$ cat config.mk
export PLATFORM = sky130hd
export DESIGN_NAME = mem_req_arbiter
export DESIGN_NICKNAME = d
export VERILOG_FILES = /design/src/rtl/mem_req_arbiter_pkg.sv /design/src/rtl/mem_req_arbiter_id_fifo.sv /design/src/rtl/mem_req_arbiter.sv
export SDC_FILE = /design/constraint.sdc
export NUM_CORES = 1
export LEC_CHECK = 0
export BUFFER_PORTS_ARGS = -buffer_cell sky130_fd_sc_hd__buf_2
export CORE_AREA = 2 2 681 683
export DETAILED_ROUTE_END_ITERATION = 10
export DIE_AREA = 0 0 683 685
export GPL_ROUTABILITY_DRIVEN = 0
export PLACE_DENSITY = 0.3
export SLEW_MARGIN = 10
export SYNTH_ARGS = -nofsm -noshare
export SYNTH_HDL_FRONTEND = slang
export SYNTH_SLANG_ARGS = --single-unit
$ cat constraint.sdc
create_clock -name clk -period 2.8 [get_ports clk]
set_clock_uncertainty 0.15 [all_clocks]
set_input_delay 0.14 -clock clk [delete_from_list [all_inputs] [get_ports clk]]
set_output_delay 0.14 -clock clk [all_outputs]
set_load 0.03 [all_outputs]
$ cat src/rtl/mem_req_arbiter_pkg.sv
// Shared definitions for the L1 miss-path memory request arbiter.
// Requester IDs, issue FSM state encoding, default geometry and the
// line-alignment mask used on outgoing request addresses.
// Build option: MEM_ARB_IC_PRIORITY_EN (fixed Icache priority in ARB).
package mem_arb_pkg;

    // Default geometry of the memory line-request port
    localparam int unsigned DEF_ADDR_WIDTH      = 64;
    localparam int unsigned DEF_LINE_SIZE       = 512;
    localparam int unsigned DEF_OFFSET_WIDTH    = 6;
    localparam int unsigned DEF_MAX_OUTSTANDING = 4;
    localparam int unsigned DEF_PTR_WIDTH       = 2;

    // Requester identifiers stored in the in-order ID FIFO
    localparam logic SRC_IC = 1'b0;
    localparam logic SRC_DC = 1'b1;

    // Issue FSM: free arbitration, or a grant locked until memory accepts it
    typedef enum logic {
        ARB  = 1'b0,
        HOLD = 1'b1
    } arb_state_t;

    // Clears the line-offset bits of an address for the default geometry
    localparam logic [DEF_ADDR_WIDTH-1:0] LINE_ALIGN_MASK =
        {DEF_ADDR_WIDTH{1'b1}} << DEF_OFFSET_WIDTH;

    // Builds the alignment mask for an arbitrary offset width (64-bit addresses)
    function automatic logic [DEF_ADDR_WIDTH-1:0] line_align_mask(input int unsigned offset_width);
        line_align_mask = {DEF_ADDR_WIDTH{1'b1}} << offset_width;
    endfunction

endpackage

$ cat src/rtl/mem_req_arbiter_id_fifo.sv
// In-order requester ID FIFO, one bit wide.
// Records which cache issued each outstanding memory request so that
// refills can be routed back in issue order. Head is read combinationally
// so routing has zero latency. Pointers wrap naturally (power-of-2 depth).
// Build option: none (MEM_ARB_IC_PRIORITY_EN only affects the top).
module id_fifo #(
    parameter int unsigned DEPTH     = 4,
    parameter int unsigned PTR_WIDTH = 2
) (
    input  logic               clk,
    input  logic               rst_n,
    input  logic               i_push,
    input  logic               i_din,
    input  logic               i_pop,
    output logic               o_dout,
    output logic               o_empty,
    output logic [PTR_WIDTH:0] o_count
);

    localparam logic [PTR_WIDTH:0] L_DEPTH = (PTR_WIDTH+1)'(DEPTH);

    logic                 r_mem [DEPTH];
    logic [PTR_WIDTH-1:0] r_wr_ptr;
    logic [PTR_WIDTH-1:0] r_rd_ptr;
    logic [PTR_WIDTH:0]   r_count;

    logic w_full;
    logic w_push;
    logic w_pop;

    assign w_full  = (r_count == L_DEPTH);
    assign o_empty = (r_count == '0);
    assign w_push  = i_push && !w_full;
    assign w_pop   = i_pop && !o_empty;
    assign o_dout  = r_mem[r_rd_ptr];
    assign o_count = r_count;

    // Storage write; contents need no reset because count gates every read
    always_ff @(posedge clk) begin
        if (w_push) begin
            r_mem[r_wr_ptr] <= i_din;
        end
    end

    // Pointer and occupancy tracking; simultaneous push and pop keep the count
    always_ff @(posedge clk or negedge rst_n) begin
        if (!rst_n) begin
            r_wr_ptr <= '0;
            r_rd_ptr <= '0;
            r_count  <= '0;
        end else begin
            if (w_push) begin
                r_wr_ptr <= r_wr_ptr + 1'b1;
            end
            if (w_pop) begin
                r_rd_ptr <= r_rd_ptr + 1'b1;
            end
            case ({w_push, w_pop})
                2'b10:   r_count <= r_count + 1'b1;
                2'b01:   r_count <= r_count - 1'b1;
                default: r_count <= r_count;
            endcase
        end
    end

endmodule

$ cat src/rtl/mem_req_arbiter.sv
// Memory line-request arbiter between the Icache and Dcache miss paths.
// Issues one request at a time to memory (round-robin, or fixed Icache
// priority when MEM_ARB_IC_PRIORITY_EN is defined), locks a grant that
// memory has not yet accepted, and routes refills back in issue order via
// an ID FIFO. Request-side handshakes are combinational so an accepting
// memory sees back-to-back grants.
// Build option: MEM_ARB_IC_PRIORITY_EN.
module mem_req_arbiter
    import mem_arb_pkg::*;
#(
    parameter int unsigned ADDR_WIDTH      = DEF_ADDR_WIDTH,
    parameter int unsigned LINE_SIZE       = DEF_LINE_SIZE,
    parameter int unsigned OFFSET_WIDTH    = DEF_OFFSET_WIDTH,
    parameter int unsigned MAX_OUTSTANDING = DEF_MAX_OUTSTANDING,
    parameter int unsigned PTR_WIDTH       = DEF_PTR_WIDTH
) (
    input  logic                  clk,
    input  logic                  rst_n,
    input  logic                  ic_req_valid_i,
    output logic                  ic_req_ready_o,
    input  logic [ADDR_WIDTH-1:0] ic_req_addr_i,
    input  logic                  dc_req_valid_i,
    output logic                  dc_req_ready_o,
    input  logic [ADDR_WIDTH-1:0] dc_req_addr_i,
    output logic                  mem_req_valid_o,
    input  logic                  mem_req_ready_i,
    output logic [ADDR_WIDTH-1:0] mem_req_addr_o,
    input  logic                  mem_resp_valid_i,
    output logic                  mem_resp_ready_o,
    input  logic [LINE_SIZE-1:0]  mem_resp_data_i,
    output logic                  ic_refill_valid_o,
    input  logic                  ic_refill_ready_i,
    output logic [LINE_SIZE-1:0]  ic_refill_data_o,
    output logic                  dc_refill_valid_o,
    input  logic                  dc_refill_ready_i,
    output logic [LINE_SIZE-1:0]  dc_refill_data_o
);

    localparam logic [ADDR_WIDTH-1:0] L_ALIGN_MASK = {ADDR_WIDTH{1'b1}} << OFFSET_WIDTH;
    localparam logic [PTR_WIDTH:0]    L_MAX_OUT    = (PTR_WIDTH+1)'(MAX_OUTSTANDING);

    // Issue state
    arb_state_t r_state;
    logic       r_lock;
    logic       r_last;

    // Issue datapath
    logic       w_full;
    logic       w_winner;
    logic       w_sel;
    logic       w_issue_valid;
    logic       w_push;

    // ID FIFO interface
    logic               w_head;
    logic               w_empty;
    logic               w_pop;
    logic [PTR_WIDTH:0] w_count;

    // Full is judged on the registered count; a same-cycle pop does not help
    assign w_full = (w_count == L_MAX_OUT);

    // Winner selection when both requesters compete in ARB
`ifdef MEM_ARB_IC_PRIORITY_EN
    assign w_winner = ic_req_valid_i ? SRC_IC : SRC_DC;
`else
    assign w_winner = (ic_req_valid_i && dc_req_valid_i) ? ~r_last :
                      (ic_req_valid_i ? SRC_IC : SRC_DC);
`endif

    // Request-side handshake: who is offered to memory and who gets ready
    always_comb begin
        w_sel          = SRC_IC;
        w_issue_valid  = 1'b0;
        w_push         = 1'b0;
        ic_req_ready_o = 1'b0;
        dc_req_ready_o = 1'b0;
        case (r_state)
            ARB: begin
                if (!w_full && (ic_req_valid_i || dc_req_valid_i)) begin
                    w_issue_valid = 1'b1;
                    w_sel         = w_winner;
                end
            end
            HOLD: begin
                w_sel         = r_lock;
                w_issue_valid = (r_lock == SRC_DC) ? dc_req_valid_i : ic_req_valid_i;
            end
            default: begin
                w_issue_valid = 1'b0;
            end
        endcase
        // Nothing is offered while reset is asserted
        w_issue_valid = w_issue_valid && rst_n;
        if (w_issue_valid && mem_req_ready_i) begin
            w_push = 1'b1;
            if (w_sel == SRC_DC) begin
                dc_req_ready_o = 1'b1;
            end else begin
                ic_req_ready_o = 1'b1;
            end
        end
    end

    assign mem_req_valid_o = w_issue_valid;
    assign mem_req_addr_o  = ((w_sel == SRC_DC) ? dc_req_addr_i : ic_req_addr_i) & L_ALIGN_MASK;

    // Issue FSM: lock an unaccepted grant, release it on accept or requester drop
    always_ff @(posedge clk or negedge rst_n) begin
        if (!rst_n) begin
            r_state <= ARB;
            r_lock  <= SRC_IC;
            r_last  <= SRC_DC;
        end else begin
            case (r_state)
                ARB: begin
                    if (w_issue_valid) begin
                        if (mem_req_ready_i) begin
                            r_last <= w_sel;
                        end else begin
                            r_lock  <= w_sel;
                            r_state <= HOLD;
                        end
                    end
                end
                HOLD: begin
                    if (!w_issue_valid) begin
                        r_state <= ARB;
                    end else if (mem_req_ready_i) begin
                        r_last  <= w_sel;
                        r_state <= ARB;
                    end
                end
                default: begin
                    r_state <= ARB;
                end
            endcase
        end
    end

    // Refill routing: head ID picks the destination, data goes to both
    assign ic_refill_valid_o = mem_resp_valid_i && !w_empty && (w_head == SRC_IC);
    assign dc_refill_valid_o = mem_resp_valid_i && !w_empty && (w_head == SRC_DC);
    assign mem_resp_ready_o  = !w_empty && ((w_head == SRC_DC) ? dc_refill_ready_i : ic_refill_ready_i);
    assign w_pop             = mem_resp_valid_i && mem_resp_ready_o;
    assign ic_refill_data_o  = mem_resp_data_i;
    assign dc_refill_data_o  = mem_resp_data_i;

    id_fifo #(
        .DEPTH     (MAX_OUTSTANDING),
        .PTR_WIDTH (PTR_WIDTH)
    ) u_id_fifo (
        .clk     (clk),
        .rst_n   (rst_n),
        .i_push  (w_push),
        .i_din   (w_sel),
        .i_pop   (w_pop),
        .o_dout  (w_head),
        .o_empty (w_empty),
        .o_count (w_count)
    );

endmodule

==> metrics.md <==
| Metric | Value |
|---|---|
| 1st-iter DRT viols | `422` |
| Most common cell after layout, fill and taps aside | `buf_2` |
| Data arrival, critical path | `2410 ps` |
| Crit path required time | `2510 ps` |
| Worst setup SP type | `flip-flop` |
| Syn Std Cell Area | `9540 um^2` |
| Synth Flop Type | `dfrtp_1` |
| Post-synth ARST share | `71.4%` |
| Drt first pass iters | `5` |
| Starting density of the core | `2.07%` |
| Worst-Skew Late Latency | `250 ps` |
| CTS tree | `built` |
| Slew Viols, Final | `0` |
| Area of the die | `468000 um^2` |
| Slew HR | `56.8%` |
| Routed Antenna Nets | `0` |
| Most frequent cells in the layout | `buf_2, mux2_4, dfrtp_1` |
| Chip height | `685 um` |
| H-tree depth | `1` |
| Syn. warnings | `0` |
| Status | `completed` |
| Worst Path Max Fanout | `16` |
| Finished Layout Cells | `6525` |
| Antenna violations before repair | `85` |
| Nets | `997` |
| FF+latch count, synth | `14` |
| Number of synthesized flops with an enable pin | `4` |
| Site row count | `250` |
| IO Count | `1742` |
| Slowest library cell on the worst path | `or3b_1` |
| Final setup TNS | `0 ps` |
| Max_cap viols | `0` |
| Delay-heaviest family, CP | `buffers and inverters` |
| Clock tree buffer depth | `2` |
| Largest net degree at the start of global routing | `19` |
| Critical path type | `reg2out` |
| Gate Count Post-Synth | `1172` |
| Post-CTS Setup Repair Bufs | `0` |
| Count of cell types in the netlist | `34` |
| Overflow after GRT | `0` |
| P&R area growth vs syn | `12.0%` |
| Minimum clock period | `2700 ps` |
| Synthesized area per cell | `8.14 um^2` |
| Post-Route WL | `301000 um` |
| Layout cells sized above 1 | `78.4%` |
| Num CTS Buffers | `3` |
| Reg clk slew, reported paths | `50 ps` |
| Core area | `461000 um^2` |
| Hold Path Class | `in2reg` |
| First-pass GRT wire length | `313000 um` |
| Worst-Margin Slew | `652 ps` |
| Post-synthesis sequential area ratio | `3.90%` |
| CTS Sinks | `14` |
| Vias in the first global route | `4481` |
| Gr usage total | `12.3%` |
| Max rail drop VDD | `286 uV` |
| Achievable Freq | `0.371 GHz` |
| Cell count after placement | `6510` |
| Vias per cell | `0.839` |
| Final hold vios | `0` |
| Die W | `683 um` |
| Fill count | `55.2k` |
| CP max stage delay | `440 ps` |
| Leakage | `0.00171 uW` |
| Buffers added on ports | `187` |
| Root cell of the clock tree | `clkbuf_16` |
| WL/cell | `46.1 um` |
| Final worst-path cycle share | `96.4%` |
| Via count | `5476` |
| Post-detail-place hpwl | `293000 um` |
| # DRC | `0` |
| Endpoint class of the critical path | `primary output` |
| Final setup violation count | `0` |
| P per Cell Area | `265 nW/um^2` |
| CP dominant cell by count | `buf_12` |
| Cell chain of the critical path | `or3b_1, nand3_2, o21ai_4, buf_12, buf_12, mux2_4, buf_2` |
| WP buf/inv | `3` |
| RSZ-0062 raised after global routing | `false` |
==> cells in the mapped netlist, types with 2 or more instances <==
library cell	instances	share of area, %
mux2i_1	8	0.84
mux2_4	59	9.3
or3b_1	2	0.18
buf_4	1031	81
edfxtp_1	4	1.3
xor2_1	3	0.28
nand2_1	3	0.12
nor3_1	2	0.10
nor3b_1	2	0.16
ha_1	5	0.66
nor2_1	7	0.28
and2_2	4	0.31
buf_6	6	0.71
inv_1	7	0.28
xnor2_1	2	0.18
dfrtp_1	9	2.4
==> worst paths after layout <==
path                                       from                    end  cells after the start  slack, ps
max reg2reg                             r_state   u_id_fifo.o_count[2]                     10        280
min in group asynchronous                 rst_n  u_id_fifo.r_rd_ptr[0]                      3        510
min                              dc_req_valid_i                 r_lock                      3        130
max                        u_id_fifo.o_count[1]     mem_req_addr_o[55]                      7        100
max in group asynchronous                 rst_n                 r_last                      3       1760
min reg2reg                u_id_fifo.o_count[2]   u_id_fifo.o_count[2]                      1        370
==> layout make-up <==
class	count	area (um^2)	area share, %
Tap cell	6174	7720	72.3
Multi-Input combinational cell	119	1350	12.6
Timing Repair Buffer	198	1100	10.3
Sequential cell	14	372	3.48
Clock buffer	3	75.1	0.703
Inverter	7	26.3	0.246
Antenna cell	9	22.5	0.211
Clock inverter	1	3.75	0.0352
==> logic make-up after synthesis <==
| family | count (synthesis) | synth area share, % |
|---|---|---|
| AO/OA/AOI/OAI | 9 | 0.800 |
| XOR/XNOR | 5 | 0.459 |
| adder cells (fa/ha/maj) | 6 | 0.866 |
| buffers and inverters | 1044 | 82.1 |
| flip-flops | 14 | 3.90 |
| multiplexers | 67 | 10.1 |
| other | 1 | 0.0393 |
| AND/OR/NAND/NOR | 26 | 1.67 |
==> flip-flops by register name, indices dropped and copies added, names as in the netlist <==
register            count
r_last                  1
r_lock                  1
r_state                 1
u_id_fifo.o_count       3
u_id_fifo.r_mem         4
u_id_fifo.r_rd_ptr      2
u_id_fifo.r_wr_ptr      2
==> through the flow <==
| stage | util [%] | power (uW) | worst slack, ps | hold WS [ps] | area, um^2 |
|---|---|---|---|---|---|
| final | 2.31 | 2830 | 102 | 126 | 10700 |
| after global routing | 2.31 | 2980 | 15.6 | 131 | 10700 |
| after CTS | 2.31 | 2910 | 82.5 | 119 | 10700 |
| after detailed placement | 2.29 | 2610 | 335 | 38.3 | 10600 |
| after global placement | 2.29 | 2640 | 190 | 47.8 | 10600 |
| after floorplan | - | 4420 | 449 | -306 | 9560 |
==> what timing repair did <==
| item | CTS | global route |
|---|---|---|
| endpoints found under the hold margin | 11 | 0 |
| hold buffers | 2 | 0 |
| gates resized for setup | 0 | 0 |
==> power by group <==
group	leakage (uW)	switching, uW	internal, uW
Sequential	0.000155	74.9	297
Combinational	0.00151	1360	814
Clock	0.0000386	90.9	190
==> worst min-delay path, cell delays in order <==
cell and delay [ps]:
buf_2 150, nand3_2 110, mux2i_1 80
==> layer usage <==
layer	vias to the layer above	routed length (um)	GRT usage (%)
met5	-	1160	1.24
met2	2351	130000	19.0
met3	396	126000	24.2
met1	1753	33400	3.97
li1	920	-	-
met4	56	10700	3.26
(Power assumes the default switching activity.)
